`config.mk`:
```
export PLATFORM = sky130hd
export DESIGN_NAME = motor_speed_ctrl
export DESIGN_NICKNAME = d
export VERILOG_FILES = /design/src/rtl/motor_speed_ctrl.sv
export SDC_FILE = /design/constraint.sdc
export NUM_CORES = 1
export LEC_CHECK = 0
export ABC_AREA = 1
export BUFFER_PORTS_ARGS = -buffer_cell sky130_fd_sc_hd__buf_4
export CAP_MARGIN = 20
export CORE_ASPECT_RATIO = 1.75
export CORE_UTILIZATION = 40
export CTS_BUF_LIST = sky130_fd_sc_hd__clkbuf_2
export DETAILED_ROUTE_END_ITERATION = 12
export GPL_TIMING_DRIVEN = 0
export MAX_ROUTING_LAYER = met4
export SLEW_MARGIN = 30
export SYNTH_ARGS = -nofsm -noshare
export SYNTH_HDL_FRONTEND = slang
export SYNTH_SLANG_ARGS = --single-unit
```
`constraint.sdc`:
```
create_clock -name clk -period 1.95 [get_ports clk]
set_input_delay 0.585 -clock clk [delete_from_list [all_inputs] [get_ports clk]]
set_output_delay 0.585 -clock clk [all_outputs]
set_load 0.02 [all_outputs]
```
`src/rtl/motor_speed_ctrl.sv`:
```
// Motor speed PI controller: four-state update sequence per tick, clamped command output.
// Define MOTOR_CTRL_INTEGRAL_EN to add the integrator; default build is a P-only controller.
module motor_speed_ctrl #(
  parameter int unsigned        KP_SHIFT = 2,
  parameter int unsigned        KI_SHIFT = 5,
  parameter logic signed [15:0] RPM_MAX  = 16'sh157C,
  parameter logic signed [15:0] INT_LIM  = 16'sh2000
) (
  input  logic               clk,
  input  logic               resetn,
  input  logic               target_valid,
  input  logic signed [15:0] target_rpm,
  input  logic               tick,
  input  logic signed [15:0] rpm_sense,
  output logic signed [15:0] mot_rpm,
  output logic               cmd_valid,
  output logic               busy,
  output logic               sat
);

  localparam int unsigned ERR_W = 17;
  localparam int unsigned U_W   = 18;
  localparam int unsigned ACC_W = 19;

  if (KP_SHIFT > 16 || KI_SHIFT > 16 || INT_LIM <= 0 || RPM_MAX <= 0) begin : g_param_check
    $error("motor_speed_ctrl: invalid parameter set");
  end

  typedef enum logic [1:0] {
    S_IDLE   = 2'd0,
    S_SAMPLE = 2'd1,
    S_CALC   = 2'd2,
    S_UPDATE = 2'd3
  } state_t;

  state_t r_state;
  state_t w_state_next;

  logic signed [15:0]      r_target;
  logic signed [ERR_W-1:0] r_err;
  logic signed [ERR_W-1:0] r_p;
  logic signed [15:0]      r_mot_rpm;
  logic                    r_sat;
  logic                    r_cmd_valid;
  logic                    r_busy;

  logic signed [U_W-1:0]   w_integ;
  logic signed [U_W-1:0]   w_u;
  logic signed [15:0]      w_cmd;
  logic                    w_clamped;

  always_ff @(posedge clk) begin
    if (!resetn) r_state <= S_IDLE;
    else         r_state <= w_state_next;
  end

  // Ticks arriving outside IDLE are dropped, not queued.
  always_comb begin
    w_state_next = r_state;
    unique case (r_state)
      S_IDLE:   if (tick) w_state_next = S_SAMPLE;
      S_SAMPLE: w_state_next = S_CALC;
      S_CALC:   w_state_next = S_UPDATE;
      S_UPDATE: w_state_next = S_IDLE;
      default:  w_state_next = S_IDLE;
    endcase
  end

  always_ff @(posedge clk) begin
    if (!resetn)           r_target <= '0;
    else if (target_valid) r_target <= target_rpm;
  end

  // Output clamp to [0, RPM_MAX]; sat records whether clamping occurred.
  always_comb begin
    w_u       = U_W'(r_p) + w_integ;
    w_cmd     = w_u[15:0];
    w_clamped = 1'b0;
    if (w_u < 0) begin
      w_cmd     = '0;
      w_clamped = 1'b1;
    end else if (w_u > U_W'(RPM_MAX)) begin
      w_cmd     = RPM_MAX;
      w_clamped = 1'b1;
    end
  end

  always_ff @(posedge clk) begin
    if (!resetn) begin
      r_err       <= '0;
      r_p         <= '0;
      r_mot_rpm   <= '0;
      r_sat       <= 1'b0;
      r_cmd_valid <= 1'b0;
      r_busy      <= 1'b0;
    end else begin
      r_cmd_valid <= 1'b0;
      r_busy      <= (w_state_next != S_IDLE);
      case (r_state)
        S_SAMPLE: r_err <= ERR_W'(r_target) - ERR_W'(rpm_sense);
        S_CALC:   r_p   <= r_err >>> KP_SHIFT;
        S_UPDATE: begin
          r_mot_rpm   <= w_cmd;
          r_sat       <= w_clamped;
          r_cmd_valid <= 1'b1;
        end
        default: ;
      endcase
    end
  end

`ifdef MOTOR_CTRL_INTEGRAL_EN
  logic signed [U_W-1:0]   r_integ;
  logic signed [ACC_W-1:0] w_integ_sum;
  logic                    w_hold;

  // Anti-windup: freeze while pinned at a rail and the error pushes further into it.
  always_comb begin
    w_integ_sum = ACC_W'(r_integ) + ACC_W'(r_err >>> KI_SHIFT);
    w_hold      = r_sat &&
                  (((r_mot_rpm == RPM_MAX) && !r_err[ERR_W-1] && (r_err != '0)) ||
                   ((r_mot_rpm == '0) && r_err[ERR_W-1]));
  end

  always_ff @(posedge clk) begin
    if (!resetn) begin
      r_integ <= '0;
    end else if (r_state == S_CALC && !w_hold) begin
      if (w_integ_sum > ACC_W'(INT_LIM))       r_integ <= U_W'(INT_LIM);
      else if (w_integ_sum < -ACC_W'(INT_LIM)) r_integ <= -U_W'(INT_LIM);
      else                                     r_integ <= U_W'(w_integ_sum);
    end
  end

  assign w_integ = r_integ;
`else
  assign w_integ = '0;
`endif

  assign mot_rpm   = r_mot_rpm;
  assign cmd_valid = r_cmd_valid;
  assign busy      = r_busy;
  assign sat       = r_sat;

endmodule

```
; ---- Yosys cells after proc, flatten, opt, wreduce, memory -nomap -nowiden
; Index checks and enable logic that the tools add are counted.
[classes]
add_sub_neg = 1
mul = 0
div_mod_pow = 0
magnitude_cmp = 2
n_eq_ne = 3
shifts = 0
n_mux = 7
bitwise = 0
n_reduce_logical = 2
[ops]
columns = operator, count
row1 = $mux 16, 2
row2 = $sub 16x16->17, 1
row3 = $gt 15x14->1 const B, 1
row4 = $lt 15x1->1 const B, 1
row5 = $pmux 2 s4, 1
row6 = $eq 2x2->1 const B, 2
row7 = $mux 1, 3
row8 = $eq 2x1->1 const B, 1
row9 = $logic_not 2->1, 1
row10 = $mux 2, 1
row11 = $reduce_bool 2->1, 1
[totals]
register_bits = 69
latchBits = 0
ramBits = 0
romBits = 0
input_bits = 36
out_inout_bits = 19
elab_cells = 23
mem_count = 0

; ---- Depth between registers and ports, before layout
[logic_depth]
ltp_word = 3
ltp_mapped = 13

; ---- Worst setup path after synthesis
; No wires, ideal clock.
[synth_timing]
kind = input to register
startpoint = input rpm_sense[2]
endpoint = register r_err[11]
setup_ps = 109
t_arrival_ps = 1723
slack_ps = 118
path_stages = 11
path_buffers = 0
cell_sequence = inv_1 > ha_1 > a21oi_1 > nand2_1 > nand2_1 > nand2_1 > nand2_1 > a21o_1 > nand3_1 > nand2_1 > inv_1
[synth_via]
elab_chain_cells = 1
[synth_rtl]
columns = item, line
row1 = "start, declared", 14  ; input logic signed [15:0] rpm_sense,
row2 = $sub 16x16->17, 100  ; S_SAMPLE: r_err <= ERR_W'(r_target) - ERR_W'(rpm_sense);
row3 = "end signal, assigned", 100
row4 = "end, declared", 40  ; logic signed [ERR_W-1:0] r_err;
; Every way passes these cells.
; A chain may end at the register's enable or synchronous reset.

; ---- Worst setup path after layout
[layout_timing]
startpoint = register r_state[0]
endpoint = register r_p[9]
[layout_via]
elab_chain_cells = 1
[layout_rtl]
columns = item, line
row1 = "start, declared", 36  ; state_t r_state;
row2 = "start signal, assigned", 54  ; else r_state <= w_state_next;
row3 = $eq 2x2->1, 99  ; case (r_state)
row4 = "end signal, assigned", 101  ; S_CALC: r_p <= r_err >>> KP_SHIFT;
row5 = "end, declared", 41  ; logic signed [ERR_W-1:0] r_p;
; Every way passes these cells.

==> reports/qor_table.md <==
| Parameter | Value | Unit |
| --- | --- | --- |
| DRC viols | 0 | - |
| CP dominant cell by count | sky130_fd_sc_hd__inv_1 | - |
| Reg2reg path depth | 6 | - |
| Count of buffers added by post-CTS timing repair for setup | 0 | - |
| Core box area | 8020 | sq um |
| Layout cells sized above 1 | 12.6 | % |
| Top cells by area in the synthesized netlist | sky130_fd_sc_hd__dfxtp_1, sky130_fd_sc_hd__nand2_1, sky130_fd_sc_hd__nor2_1 | - |
| Relative contribution of the clock network to total power | 23.5 | % |
| Number of standard-cell rows in the floorplan | 43 | - |
| Clock buffer count from CTS | 9 | - |
| Cells along the critical path | inv_1 > ha_1 > inv_1 > clkbuf_1 > o21ai_0 > a21oi_1 | - |
| Cell area after synthesis | 3350 | sq um |
| GP Congestion | 0.863 | - |
| Wire length after detailed routing | 7850 | um |
| Maximum number of pins on one net before global-route repair | 12 | - |
| Fmax achieved | 580 | MHz |
| Run status | finished clean | - |
| Overall die height | 123 | um |
| Initial DRT Pass Iterations | 6 | - |
| Leakage power summed over all cells | 2.00 | nW |
| Net switching power figure | 0.00116 | W |
| Reg-to-Reg End | r_p[9]$_SDFFE_PN0P_ | - |
| Data arrival time at the worst-slack endpoint | 2.17 | ns |
| Total congestion overflow | 0 | - |
| Syn Area/Cell | 6.67 | sq um |
| Final-stage net count | 621 | - |
| Worst-case setup margin in the final layout | 0.227 | ns |
| Share of power burned in combinational logic | 28.3 | % |
| I/O Buffers | 52 | - |
| CTS-repair resized insts | 0 | - |
| Kind of start point of the critical path | flip-flop | - |
| Maximum resistive drop on vdd | 545 | uV |
| Minimum setup slack after placement | -0.352 | ns |
| CP Data Required Time | 2.40 | ns |
| Share of the cycle needed by the critical path after routing | 88.4 | % |
| Die Outline Area | 8750 | sq um |
| Top-level I/O count | 55 | - |
| Kind of end point of the critical path | flip-flop | - |
| Share of synthesized flip-flops with an asynchronous set or reset | 0 | % |
| Number of antenna diodes | 0 | - |
| Sw Share | 35.3 | % |
| H-tree levels | 3 | - |
| DP HPWL | 6290 | um |
| Commonest non-fill, non-tap cells in the layout | sky130_fd_sc_hd__nand2_1, sky130_fd_sc_hd__nor2_1, sky130_fd_sc_hd__inv_1 | - |
| Total count of hold-check failures in the final report | 0 | - |
| Transition time of the tightest slew-check pin | 0.531 | ns |
| Buf+Inv Stages, Crit Path | 3 | - |
| Initial core utilization | 41.8 | % |
| Count of endpoints failing setup in the final report | 0 | - |
| Number of global-route vias before repair | 2958 | - |
| Total number of clock tree sinks | 65 | - |
| Worst path max stage delay | 0.44 | ns |
| Wire length per cell | 11.9 | um |
| Number of antenna violations at the first check in global routing | 0 | - |
| Clock slew at the register clock pins of the worst setup and hold paths | 0.18 | ns |
| Horiz. Die Dim | 71.2 | um |
| Clock tree buffer depth | 2 | - |
| Setup Skew | 0.00967 | ns |
| Flop pwr share | 48.2 | % |
| Core occupancy in the finished layout | 49.5 | % |
| Hold-fix buffer count after cts | 0 | - |
| Stages on worst setup path | 6 | - |
| Antenna-violating nets left | 0 | - |
| Post-synth top area cell | sky130_fd_sc_hd__dfxtp_1 | - |
| Setup slack of the worst register-to-register path | 0.23 | ns |
| Sequential-to-total area share from yosys stat | 38.9 | % |
| Cell area power density | 831 | nW/um^2 |
| Post-DR vias/cell | 4.77 | - |
| Internal | 0.00213 | W |
| Setup repair after global routing missed its margin | false | - |
| Count of max-cap constraint violations | 0 | - |
| Hold_ws | 0.279 | ns |
| Number of flip-flops and latches in the synthesized netlist | 65 | - |
| Overall routing resource usage | 20.2 | % |
| Post-synth EDFFs | 0 | - |
| Cell family contributing the most delay on the critical path | buffers and inverters | - |
| Synth Flop Type | sky130_fd_sc_hd__dfxtp_1 | - |
| Critical path peak fanout | 10 | - |
| Global-route wire length before repair | 13000 | um |
| Start-to-end type of the worst setup path | flip-flop to flip-flop | - |
| Final number of max-transition violations | 0 | - |
| CTS tree | yes | - |
| Post-synth cell types | 29 | - |
| Capture point of the critical path | r_p[9]$_SDFFE_PN0P_ | - |
| Crit-path slowest cell | sky130_fd_sc_hd__dfxtp_1 | - |
| Type of the tightest min-delay check | input pin to flip-flop | - |
| Beginning of the critical path | r_state[0]$_SDFF_PN0_ | - |
| Root buffer selected by CTS | sky130_fd_sc_hd__clkbuf_2 | - |
| Period minus WS final | 1.72 | ns |
| Most frequent standard cell in the layout excluding fill and tap cells | sky130_fd_sc_hd__nand2_1 | - |
| Top cell type's share of synthesized area | 38.9 | % |
| Layout overhead on the synthesized area | 18.4 | % |
| Startpoint of the worst-slack reg-to-reg timing path | r_state[0]$_SDFF_PN0_ | - |
| Yosys warning total | 0 | - |
| Post-synthesis cell count | 502 | - |
| Vias after detailed routing | 3154 | - |
| DRT iter0 DRCs | 120 | - |
| Normalized max-slew margin | 64.6 | % |
| Clock latency of the later-clocked register in the worst-skew pair | 0.51 | ns |
## cells in the mapped netlist (2+ instances only)
| cell | instances |
|---|---|
| sky130_fd_sc_hd__nor2_1 | 94 |
| sky130_fd_sc_hd__inv_1 | 66 |
| sky130_fd_sc_hd__xor2_1 | 5 |
| sky130_fd_sc_hd__a21o_1 | 2 |
| sky130_fd_sc_hd__nor3_1 | 3 |
| sky130_fd_sc_hd__clkinv_1 | 2 |
| sky130_fd_sc_hd__nand3_1 | 23 |
| sky130_fd_sc_hd__o21ai_0 | 50 |
| sky130_fd_sc_hd__nand3b_1 | 2 |
| sky130_fd_sc_hd__buf_4 | 2 |
| sky130_fd_sc_hd__clkbuf_1 | 12 |
| sky130_fd_sc_hd__a21oi_1 | 44 |
| sky130_fd_sc_hd__nand2_1 | 99 |
| sky130_fd_sc_hd__dfxtp_1 | 65 |
| sky130_fd_sc_hd__ha_1 | 19 |
## per-layer routing
metal	global-route usage (%)	vias up	share of wire [%]
met4	10.5	0	2.9
li1	-	1718	-
met3	3.42	13	2.5
met2	40.2	61	56
met5	-	-	0
met1	17.5	1362	38
## tightest hold or removal path: stages
cell                     delay, ns
sky130_fd_sc_hd__buf_4        0.08
sky130_fd_sc_hd__nor2_1       0.03
sky130_fd_sc_hd__nor2_1       0.08
## stage by stage
stage / power (W) / std cells / TNS (ns) / instance area [sq um]
5_1_grt: 0.00354 / 661 / 0 / 3970
3_5_place_dp: 0.00255 / 645 / -1.82 / 3850
3_3_place_gp: 0.00254 / 645 / -1.61 / 3850
2_1_floorplan: 0.00228 / 503 / 0 / 3350
4_1_cts: 0.00333 / 661 / 0 / 3960
6_report: 0.00330 / 661 / 0 / 3970
## registers in the layout, summed over array words and instances (netlist names)
register and count:
cmd_valid 1, mot_rpm 14, r_state 2, busy 1, r_p 15, r_err 15
r_target 16, sat 1
## power by group through the flow
stage | clock network, W | logic (W) | registers (W)
CTS | 0.000803 | 0.000941 | 0.00159
floorplan | 0 | 0.000663 | 0.00162
global placement | 0 | 0.000927 | 0.00161
detailed placement | 0 | 0.000933 | 0.00162
global route | 0.000861 | 0.00107 | 0.00161
finish | 0.000774 | 0.000933 | 0.00159
## worst min path at each step
stage | depth (start not counted) | slack, ns | from | endpoint
floorplan | 2 | 0.43 | r_target[0]$_SDFFE_PN0P_ | r_target[0]$_SDFFE_PN0P_
global placement | 2 | 0.43 | mot_rpm[13]$_SDFFE_PN0P_ | mot_rpm[13]$_SDFFE_PN0P_
detailed placement | 2 | 0.43 | mot_rpm[13]$_SDFFE_PN0P_ | mot_rpm[13]$_SDFFE_PN0P_
CTS | 3 | 0.24 | target_rpm[14] | r_target[14]$_SDFFE_PN0P_
global route | 3 | 0.24 | target_rpm[4] | r_target[4]$_SDFFE_PN0P_
finish | 3 | 0.28 | target_rpm[5] | r_target[5]$_SDFFE_PN0P_
## cells by family (layout without fill, tap and decap cells)
family | Yosys count | after routing | synth area share [%]
compound gates | 101 | 101 | 15.6
fa+ha+maj | 19 | 19 | 7.10
simple gates | 225 | 225 | 26.7
xor+xnor | 6 | 6 | 1.57
buf+inv | 85 | 153 | 10.0
other cells | 1 | 2 | 0.112
flops | 65 | 65 | 38.9
## layout make-up
class / count / area, sq um
multi-input combinational: 353 / 1720
inverter: 68 / 255
fill: 878 / 4050
clock inverter: 7 / 61.3
sequential: 65 / 1300
timing repair buffer: 52 / 390
buffer: 17 / 80.1
tap: 90 / 113
clock buffer: 9 / 45.0
No activity file was read; power rests on OpenSTA's default activity.
